==> src/rtl/ram_dma_if.sv <==
// Command and RAM-port bundle between the system controller, ram_dma and the 32K x 8 RAM.
// master: the DMA engine; slave: the controller/RAM side that drives commands and read data.
interface ram_dma_if #(
  parameter int ADDR_W = 15,
  parameter int LEN_W  = 16
);
  logic              start_i;
  logic [1:0]        op_i;
  logic [ADDR_W-1:0] src_i;
  logic [ADDR_W-1:0] dst_i;
  logic [LEN_W-1:0]  len_i;
  logic [7:0]        fill_i;
  logic              busy_o;
  logic              done_o;
  logic              err_o;
  logic [ADDR_W-1:0] err_addr_o;
  logic              ram_en_o;
  logic              ram_we_o;
  logic [ADDR_W-1:0] ram_addr_o;
  logic [7:0]        ram_din_o;
  logic [7:0]        ram_dout_i;

  modport master (
    input  start_i, op_i, src_i, dst_i, len_i, fill_i, ram_dout_i,
    output busy_o, done_o, err_o, err_addr_o,
    output ram_en_o, ram_we_o, ram_addr_o, ram_din_o
  );

  modport slave (
    output start_i, op_i, src_i, dst_i, len_i, fill_i, ram_dout_i,
    input  busy_o, done_o, err_o, err_addr_o,
    input  ram_en_o, ram_we_o, ram_addr_o, ram_din_o
  );
endinterface

==> src/rtl/ram_dma.sv <==
// Block fill / copy / verify engine mastering the RAM_32K8 port; RAM read data lags the request by one clock.
//
// state    | meaning
// IDLE     | waiting for start_i
// FILL     | writing fill value, one byte per cycle
// COPY_RD  | reading source byte
// COPY_WR  | writing that byte (din taken straight from ram_dout_i)
// VER      | issuing reads and comparing the previous read's data
// VER_TAIL | comparing the last read's data, no access
// DONE     | one-cycle completion pulse
module ram_dma #(
  parameter int ADDR_W = 15,
  parameter int LEN_W  = 16
) (
  input  logic      clk_i,
  input  logic      rst_n_i,
  ram_dma_if.master bus
);

  typedef enum logic [2:0] {
    IDLE, FILL, COPY_RD, COPY_WR, VER, VER_TAIL, DONE
  } state_t;

  state_t            r_state, w_nxt_state;
  logic [ADDR_W-1:0] r_ptr_a, w_nxt_ptr_a;
  logic [ADDR_W-1:0] r_ptr_b, w_nxt_ptr_b;
  logic [LEN_W-1:0]  r_cnt, w_nxt_cnt;
  logic [7:0]        r_fill, w_nxt_fill;
  logic              r_en, w_nxt_en;
  logic              r_we, w_nxt_we;
  logic [ADDR_W-1:0] r_addr, w_nxt_addr;
  logic [7:0]        r_din, w_nxt_din;
  logic              r_busy, w_nxt_busy;
  logic              r_done, w_nxt_done;
  logic              r_err, w_nxt_err;
  logic [ADDR_W-1:0] r_err_addr, w_nxt_err_addr;
  logic              r_chk;
  logic [ADDR_W-1:0] r_caddr;
  logic              w_mismatch;

  // r_chk/r_caddr describe the verify read whose data is on ram_dout_i this cycle
  assign w_mismatch = r_chk && (bus.ram_dout_i != r_fill);

  always_comb begin
    w_nxt_state    = r_state;
    w_nxt_ptr_a    = r_ptr_a;
    w_nxt_ptr_b    = r_ptr_b;
    w_nxt_cnt      = r_cnt;
    w_nxt_fill     = r_fill;
    w_nxt_en       = 1'b0;
    w_nxt_we       = 1'b0;
    w_nxt_addr     = '0;
    w_nxt_din      = 8'h00;
    w_nxt_busy     = 1'b0;
    w_nxt_done     = 1'b0;
    w_nxt_err      = r_err;
    w_nxt_err_addr = r_err_addr;
    unique case (r_state)
      IDLE: begin
        if (bus.start_i) begin
          w_nxt_fill     = bus.fill_i;
          w_nxt_err      = 1'b0;
          w_nxt_err_addr = '0;
          if (bus.len_i == '0) begin
            w_nxt_state = DONE;
            w_nxt_done  = 1'b1;
          end else begin
            unique case (bus.op_i)
              2'b00: begin
                w_nxt_state = FILL;
                w_nxt_busy  = 1'b1;
                w_nxt_en    = 1'b1;
                w_nxt_we    = 1'b1;
                w_nxt_addr  = bus.dst_i;
                w_nxt_din   = bus.fill_i;
                w_nxt_ptr_b = bus.dst_i + ADDR_W'(1);
                w_nxt_cnt   = bus.len_i - LEN_W'(1);
              end
              2'b01: begin
                w_nxt_state = COPY_RD;
                w_nxt_busy  = 1'b1;
                w_nxt_en    = 1'b1;
                w_nxt_addr  = bus.src_i;
                w_nxt_ptr_a = bus.src_i + ADDR_W'(1);
                w_nxt_ptr_b = bus.dst_i;
                w_nxt_cnt   = bus.len_i;
              end
              2'b10: begin
                w_nxt_state = VER;
                w_nxt_busy  = 1'b1;
                w_nxt_en    = 1'b1;
                w_nxt_addr  = bus.src_i;
                w_nxt_ptr_a = bus.src_i + ADDR_W'(1);
                w_nxt_cnt   = bus.len_i - LEN_W'(1);
              end
              default: begin
                w_nxt_state = DONE;
                w_nxt_done  = 1'b1;
              end
            endcase
          end
        end
      end
      FILL: begin
        if (r_cnt == '0) begin
          w_nxt_state = DONE;
          w_nxt_done  = 1'b1;
        end else begin
          w_nxt_busy  = 1'b1;
          w_nxt_en    = 1'b1;
          w_nxt_we    = 1'b1;
          w_nxt_addr  = r_ptr_b;
          w_nxt_din   = r_fill;
          w_nxt_ptr_b = r_ptr_b + ADDR_W'(1);
          w_nxt_cnt   = r_cnt - LEN_W'(1);
        end
      end
      COPY_RD: begin
        w_nxt_state = COPY_WR;
        w_nxt_busy  = 1'b1;
        w_nxt_en    = 1'b1;
        w_nxt_we    = 1'b1;
        w_nxt_addr  = r_ptr_b;
        w_nxt_ptr_b = r_ptr_b + ADDR_W'(1);
        w_nxt_cnt   = r_cnt - LEN_W'(1);
      end
      COPY_WR: begin
        if (r_cnt == '0) begin
          w_nxt_state = DONE;
          w_nxt_done  = 1'b1;
        end else begin
          w_nxt_state = COPY_RD;
          w_nxt_busy  = 1'b1;
          w_nxt_en    = 1'b1;
          w_nxt_addr  = r_ptr_a;
          w_nxt_ptr_a = r_ptr_a + ADDR_W'(1);
        end
      end
      VER: begin
        if (w_mismatch) begin
          w_nxt_state    = DONE;
          w_nxt_done     = 1'b1;
          w_nxt_err      = 1'b1;
          w_nxt_err_addr = r_caddr;
        end else if (r_cnt == '0) begin
          w_nxt_state = VER_TAIL;
          w_nxt_busy  = 1'b1;
        end else begin
          w_nxt_busy  = 1'b1;
          w_nxt_en    = 1'b1;
          w_nxt_addr  = r_ptr_a;
          w_nxt_ptr_a = r_ptr_a + ADDR_W'(1);
          w_nxt_cnt   = r_cnt - LEN_W'(1);
        end
      end
      VER_TAIL: begin
        w_nxt_state = DONE;
        w_nxt_done  = 1'b1;
        if (w_mismatch) begin
          w_nxt_err      = 1'b1;
          w_nxt_err_addr = r_caddr;
        end
      end
      DONE:    w_nxt_state = IDLE;
      default: w_nxt_state = IDLE;
    endcase
  end

  always_ff @(posedge clk_i) begin
    if (!rst_n_i) begin
      r_state <= IDLE;
    end else begin
      r_state <= w_nxt_state;
    end
  end

  always_ff @(posedge clk_i) begin
    if (!rst_n_i) begin
      r_ptr_a    <= '0;
      r_ptr_b    <= '0;
      r_cnt      <= '0;
      r_fill     <= 8'h00;
      r_en       <= 1'b0;
      r_we       <= 1'b0;
      r_addr     <= '0;
      r_din      <= 8'h00;
      r_busy     <= 1'b0;
      r_done     <= 1'b0;
      r_err      <= 1'b0;
      r_err_addr <= '0;
      r_chk      <= 1'b0;
      r_caddr    <= '0;
    end else begin
      r_ptr_a    <= w_nxt_ptr_a;
      r_ptr_b    <= w_nxt_ptr_b;
      r_cnt      <= w_nxt_cnt;
      r_fill     <= w_nxt_fill;
      r_en       <= w_nxt_en;
      r_we       <= w_nxt_we;
      r_addr     <= w_nxt_addr;
      r_din      <= w_nxt_din;
      r_busy     <= w_nxt_busy;
      r_done     <= w_nxt_done;
      r_err      <= w_nxt_err;
      r_err_addr <= w_nxt_err_addr;
      r_chk      <= (r_state == VER) && r_en;
      r_caddr    <= r_addr;
    end
  end

  assign bus.busy_o     = r_busy;
  assign bus.done_o     = r_done;
  assign bus.err_o      = r_err;
  assign bus.err_addr_o = r_err_addr;
  assign bus.ram_en_o   = r_en;
  assign bus.ram_we_o   = r_we;
  assign bus.ram_addr_o = r_addr;
  // copy writes forward the byte read in the previous cycle without a register stage
  assign bus.ram_din_o  = (r_state == COPY_WR) ? bus.ram_dout_i : r_din;

endmodule

==> src/flat_wrapper.sv <==
// flat-port wrapper written by rule: the top's interface ports become plain ports
module ram_dma_flat 
#(
  parameter int ADDR_W = 15,
  parameter int LEN_W  = 16
)
  (clk_i, rst_n_i, bus_start_i, bus_op_i, bus_src_i, bus_dst_i, bus_len_i, bus_fill_i, bus_ram_dout_i, bus_busy_o, bus_done_o, bus_err_o, bus_err_addr_o, bus_ram_en_o, bus_ram_we_o, bus_ram_addr_o, bus_ram_din_o);
  ram_dma_if #(.ADDR_W(ADDR_W), .LEN_W(LEN_W)) bus_i ();
  input  logic clk_i;
  input  logic rst_n_i;
  input wire logic [$bits(bus_i.start_i)-1:0] bus_start_i;
  input wire logic [$bits(bus_i.op_i)-1:0] bus_op_i;
  input wire logic [$bits(bus_i.src_i)-1:0] bus_src_i;
  input wire logic [$bits(bus_i.dst_i)-1:0] bus_dst_i;
  input wire logic [$bits(bus_i.len_i)-1:0] bus_len_i;
  input wire logic [$bits(bus_i.fill_i)-1:0] bus_fill_i;
  input wire logic [$bits(bus_i.ram_dout_i)-1:0] bus_ram_dout_i;
  output wire logic [$bits(bus_i.busy_o)-1:0] bus_busy_o;
  output wire logic [$bits(bus_i.done_o)-1:0] bus_done_o;
  output wire logic [$bits(bus_i.err_o)-1:0] bus_err_o;
  output wire logic [$bits(bus_i.err_addr_o)-1:0] bus_err_addr_o;
  output wire logic [$bits(bus_i.ram_en_o)-1:0] bus_ram_en_o;
  output wire logic [$bits(bus_i.ram_we_o)-1:0] bus_ram_we_o;
  output wire logic [$bits(bus_i.ram_addr_o)-1:0] bus_ram_addr_o;
  output wire logic [$bits(bus_i.ram_din_o)-1:0] bus_ram_din_o;
  assign bus_i.start_i = bus_start_i;
  assign bus_i.op_i = bus_op_i;
  assign bus_i.src_i = bus_src_i;
  assign bus_i.dst_i = bus_dst_i;
  assign bus_i.len_i = bus_len_i;
  assign bus_i.fill_i = bus_fill_i;
  assign bus_i.ram_dout_i = bus_ram_dout_i;
  assign bus_busy_o = bus_i.busy_o;
  assign bus_done_o = bus_i.done_o;
  assign bus_err_o = bus_i.err_o;
  assign bus_err_addr_o = bus_i.err_addr_o;
  assign bus_ram_en_o = bus_i.ram_en_o;
  assign bus_ram_we_o = bus_i.ram_we_o;
  assign bus_ram_addr_o = bus_i.ram_addr_o;
  assign bus_ram_din_o = bus_i.ram_din_o;
  ram_dma #(.ADDR_W(ADDR_W), .LEN_W(LEN_W)) u_core (.clk_i(clk_i), .rst_n_i(rst_n_i), .bus(bus_i));
endmodule
==> config.mk <==
export PLATFORM = sky130hd
export DESIGN_NAME = ram_dma_flat
export DESIGN_NICKNAME = d
export VERILOG_FILES = /design/src/rtl/ram_dma_if.sv /design/src/rtl/ram_dma.sv /design/src/flat_wrapper.sv
export SDC_FILE = /design/constraint.sdc
export NUM_CORES = 1
export LEC_CHECK = 0
export ABC_AREA = 0
export ABC_CLOCK_PERIOD_IN_PS = 4000
export CAP_MARGIN = 0
export CORE_AREA = 2 2 128 130
export CTS_CLUSTER_SIZE = 25
export DETAILED_ROUTE_END_ITERATION = 16
export DIE_AREA = 0 0 130 132
export PLACE_DENSITY = 0.62
export SLEW_MARGIN = 20
export SYNTH_ARGS = -nofsm -noshare
export SYNTH_HDL_FRONTEND = slang
export SYNTH_SLANG_ARGS = --single-unit
==> constraint.sdc <==
create_clock -name clk_i -period 4 [get_ports clk_i]
set_clock_uncertainty 0.05 [all_clocks]
set_input_delay 0.8 -clock clk_i [delete_from_list [all_inputs] [get_ports clk_i]]
set_output_delay 0.8 -clock clk_i [all_outputs]
set_load 0.03 [all_outputs]
==> impl_metrics.env <==
export IMPL_status="complete, no violations"
export IMPL_clock_sinks=116
export IMPL_cp_arrival_ns=3.45
export IMPL_grtUsageTotal_pct=24.7
export IMPL_cts_buffers=17
export IMPL_tns_ns=0
export IMPL_rsz0062_at_grt="no"
export IMPL_cts_root_buf="clkbuf_16"
export IMPL_drc=0
export IMPL_io_pins=110
export IMPL_hold_buffers=0
export IMPL_diodes=0
export IMPL_async_flop_share_pct=0
export IMPL_synth_area_sq_um=6770
export IMPL_synthCells=890
export IMPL_setup_violations=0
export IMPL_syn_area_per_cell_sq_um=7.61
export IMPL_hp_class="flip-flop to flip-flop"
export IMPL_ys_types=82
export IMPL_finalHoldViolations=0
export IMPL_startpoint_type="input pin"
export IMPL_cap_viol_max_count=0
export IMPL_layout_nets=1057
export IMPL_clk_path_buf_depth=2
export IMPL_grt_pass1_wl_microns=33300
export IMPL_core_sq_um=15700
export IMPL_slew_violations=0
export IMPL_worst_ep_required_time_ns=4.20
export IMPL_wl_per_cell_microns=17.6
export IMPL_post_cts_buffers=0
export IMPL_postCtsResizedCells=0
export IMPL_leakagePower_nw=3.09
export IMPL_hpwlAfterDp_microns=15200
export IMPL_place_area_sq_um=8030
export IMPL_fin_area_sq_um=8680
export IMPL_synth_net_count=967
export IMPL_worst_pin_slew_ns=1.09
export IMPL_drt_total_wl_microns=21200
export IMPL_grt_overflow_total=0
export IMPL_critPathCaptureType="flip-flop"
export IMPL_period_needed_ns=3.26
export IMPL_cts_max_level=4
export IMPL_fp_dieH_microns=132
export IMPL_yosys_warnings=0
export IMPL_synth_yosys_seq_area_share_pct=34.3
export IMPL_critPathMaxFanout=14
export IMPL_cts_tree="done"
export IMPL_num_rows=46
export IMPL_crit_type="input pin to flip-flop"
export IMPL_fmax_ghz=0.307
export IMPL_drtPass1Iterations=5
export IMPL_synth_ff_type="dfxtp_1"
export IMPL_drive_above_1_share_pct=8.36
export IMPL_clock_latency_ns=0.43
export IMPL_p_per_area_nw_per_um2=710
export IMPL_grt_pass1_vias=6191
export IMPL_ant_nets=0
export IMPL_synthToLayoutAreaGrowth_pct=28.2
export IMPL_clkTransAtPathRegs_ns=0.06
export IMPL_synth_edff_count=0
export IMPL_drt_first_iter_violations=625
export IMPL_die_w_microns=130
export IMPL_fin_crit_sh_pct=81.4
export IMPL_place_congestion=0.944
export IMPL_peakVddDrop_mv=0.382
export IMPL_slew_headroom_pct=27.5
export IMPL_grt_start_max_net_pins=54
export IMPL_die_area_sq_um=17200
export IMPL_io_buffers=109
export IMPL_antenna_found_initial=0
export IMPL_start_util_pct=43.1
export IMPL_synth_seq_cells=116
export IMPL_vias=6888
export IMPL_routed_via_density=5.70
[worst paths after layout]
| check | start | end | slack (ns) | depth (start not counted) |
|---|---|---|---|---|
| setup / recovery | bus_len_i[0] | u_core.r_ptr_a[5]$_SDFFE_PN0P_ | 0.74 | 10 |
| hold / removal | u_core.r_caddr[11]$_SDFF_PN0_ | u_core.bus.err_addr_o[11]$_SDFFE_PN0P_ | 0.38 | 2 |
| hold reg to reg | u_core.r_caddr[11]$_SDFF_PN0_ | u_core.bus.err_addr_o[11]$_SDFFE_PN0P_ | 0.38 | 2 |
| setup reg to reg | u_core.r_state[0]$_SDFFE_PN0P_ | u_core.r_ptr_a[14]$_SDFFE_PN0P_ | 0.92 | 12 |
[stage by stage]
stage	std cells	setup slack, ns	utilization, %	total power [mW]	hold slack, ns
after floorplan	890	0.815	-	3.71	0.367
after global placement	1177	0.370	51.1	4.48	0.371
after detailed placement	1177	0.383	51.1	4.49	0.374
after CTS	1209	0.791	55.2	6.14	0.384
after global routing	1209	0.512	55.2	6.58	0.393
final	1209	0.743	55.2	6.16	0.383
[placed cells by master (no fill, tap or decap), types with 3 or more instances in the layout]
cell type	netlist	routed
inv_6	0	3
clkbuf_16	0	17
clkinv_4	0	4
buf_4	3	20
and2_1	21	21
and3_1	9	9
xnor2_1	22	22
o211ai_1	6	6
o22ai_1	8	8
o21ai_1	15	15
o32ai_1	3	3
nand2_1	124	124
or2_2	6	6
inv_1	19	19
a22oi_1	33	33
clkdlybuf4s50_1	0	109
ha_1	10	10
a21oi_1	86	86
a31oi_1	6	6
xor2_1	25	25
dfxtp_1	116	116
a211oi_1	5	5
o221a_1	6	6
o21ai_0	46	46
o221a_2	3	3
or3_1	9	9
nand3b_1	3	3
nand3_1	40	40
bufinv_16	0	4
nand4_1	11	11
nand2b_1	8	8
nor4_1	12	12
a32oi_1	8	8
nor2_1	85	85
o31ai_1	5	4
nor3_1	25	24
[synth_stat cells, drive strengths merged (9+ instances only)]
cell / number / area share [%]
nand2: 125 / 7.0
dfxtp: 116 / 34
a21oi: 87 / 6.5
nor2: 85 / 4.7
o21ai: 61 / 4.5
clkbuf: 42 / 2.3
nand3: 40 / 3.0
a22oi: 33 / 3.7
nor3: 27 / 2.2
xor2: 25 / 3.2
xnor2: 22 / 2.8
and2: 21 / 1.9
inv: 20 / 1.1
buf: 16 / 1.4
nor4: 13 / 1.4
nand4: 11 / 1.0
ha: 10 / 1.8
or3: 10 / 1.0
and3: 9 / 0.83
o221a: 9 / 1.5
[report_power, final]
group          switching [mW]  internal (mW)
clock                   0.579           1.07
combinational            1.71           1.01
sequential              0.349           1.45
total                    2.64           3.53
[logic make-up (layout without fill, tap and decap cells)]
group                      after synthesis  count (layout)  synth area share (%)
and+or+nand+nor                        376             376                  27.3
xor gates and xnor gates                47              47                  6.08
adders and majority gates               10              10                  1.85
buffers and inverters                   78             181                  4.86
muxes                                    3               3                 0.462
AOI/OAI and AO/OA                      260             260                  25.2
DFF                                    116             116                  34.3
[metal layers]
metal,global-route usage (%),vias up,wire length [microns]
met5,0,-,0
met4,7.77,0,318
met3,5.76,22,1620
met2,37.0,294,9550
met1,35.0,3194,9730
li1,-,3378,-
[worst max-delay path, stage by stage]
cell             delay, ns
clkdlybuf4s50_1       0.45
inv_1                 0.10
ha_1                  0.16
nor4b_1               0.28
nand4_1               0.36
nand3_1               0.25
o211a_1               0.51
nor2_1                0.30
o211ai_1              0.16
a21oi_1               0.08
[area by class of cell]
| type | count | area, sq um |
|---|---|---|
| fillers | 1483 | 7030 |
| multi-input cells | 696 | 4130 |
| flip-flops and latches | 116 | 2320 |
| repair buffers | 129 | 1240 |
| clock buffers | 18 | 439 |
| well taps | 216 | 270 |
| clock inverters | 14 | 201 |
| inverters | 20 | 75.1 |
[state kept, by name, summed over array words and instances, names as in the netlist, 8 cells and up]
register	count
u_core.r_ptr_a	15
u_core.bus.err_addr_o	15
u_core.r_caddr	15
u_core.r_fill	8
u_core.r_ptr_b	15
u_core.bus.ram_addr_o	15
u_core.r_din	8
u_core.r_cnt	16
(Power assumes the default switching activity.)
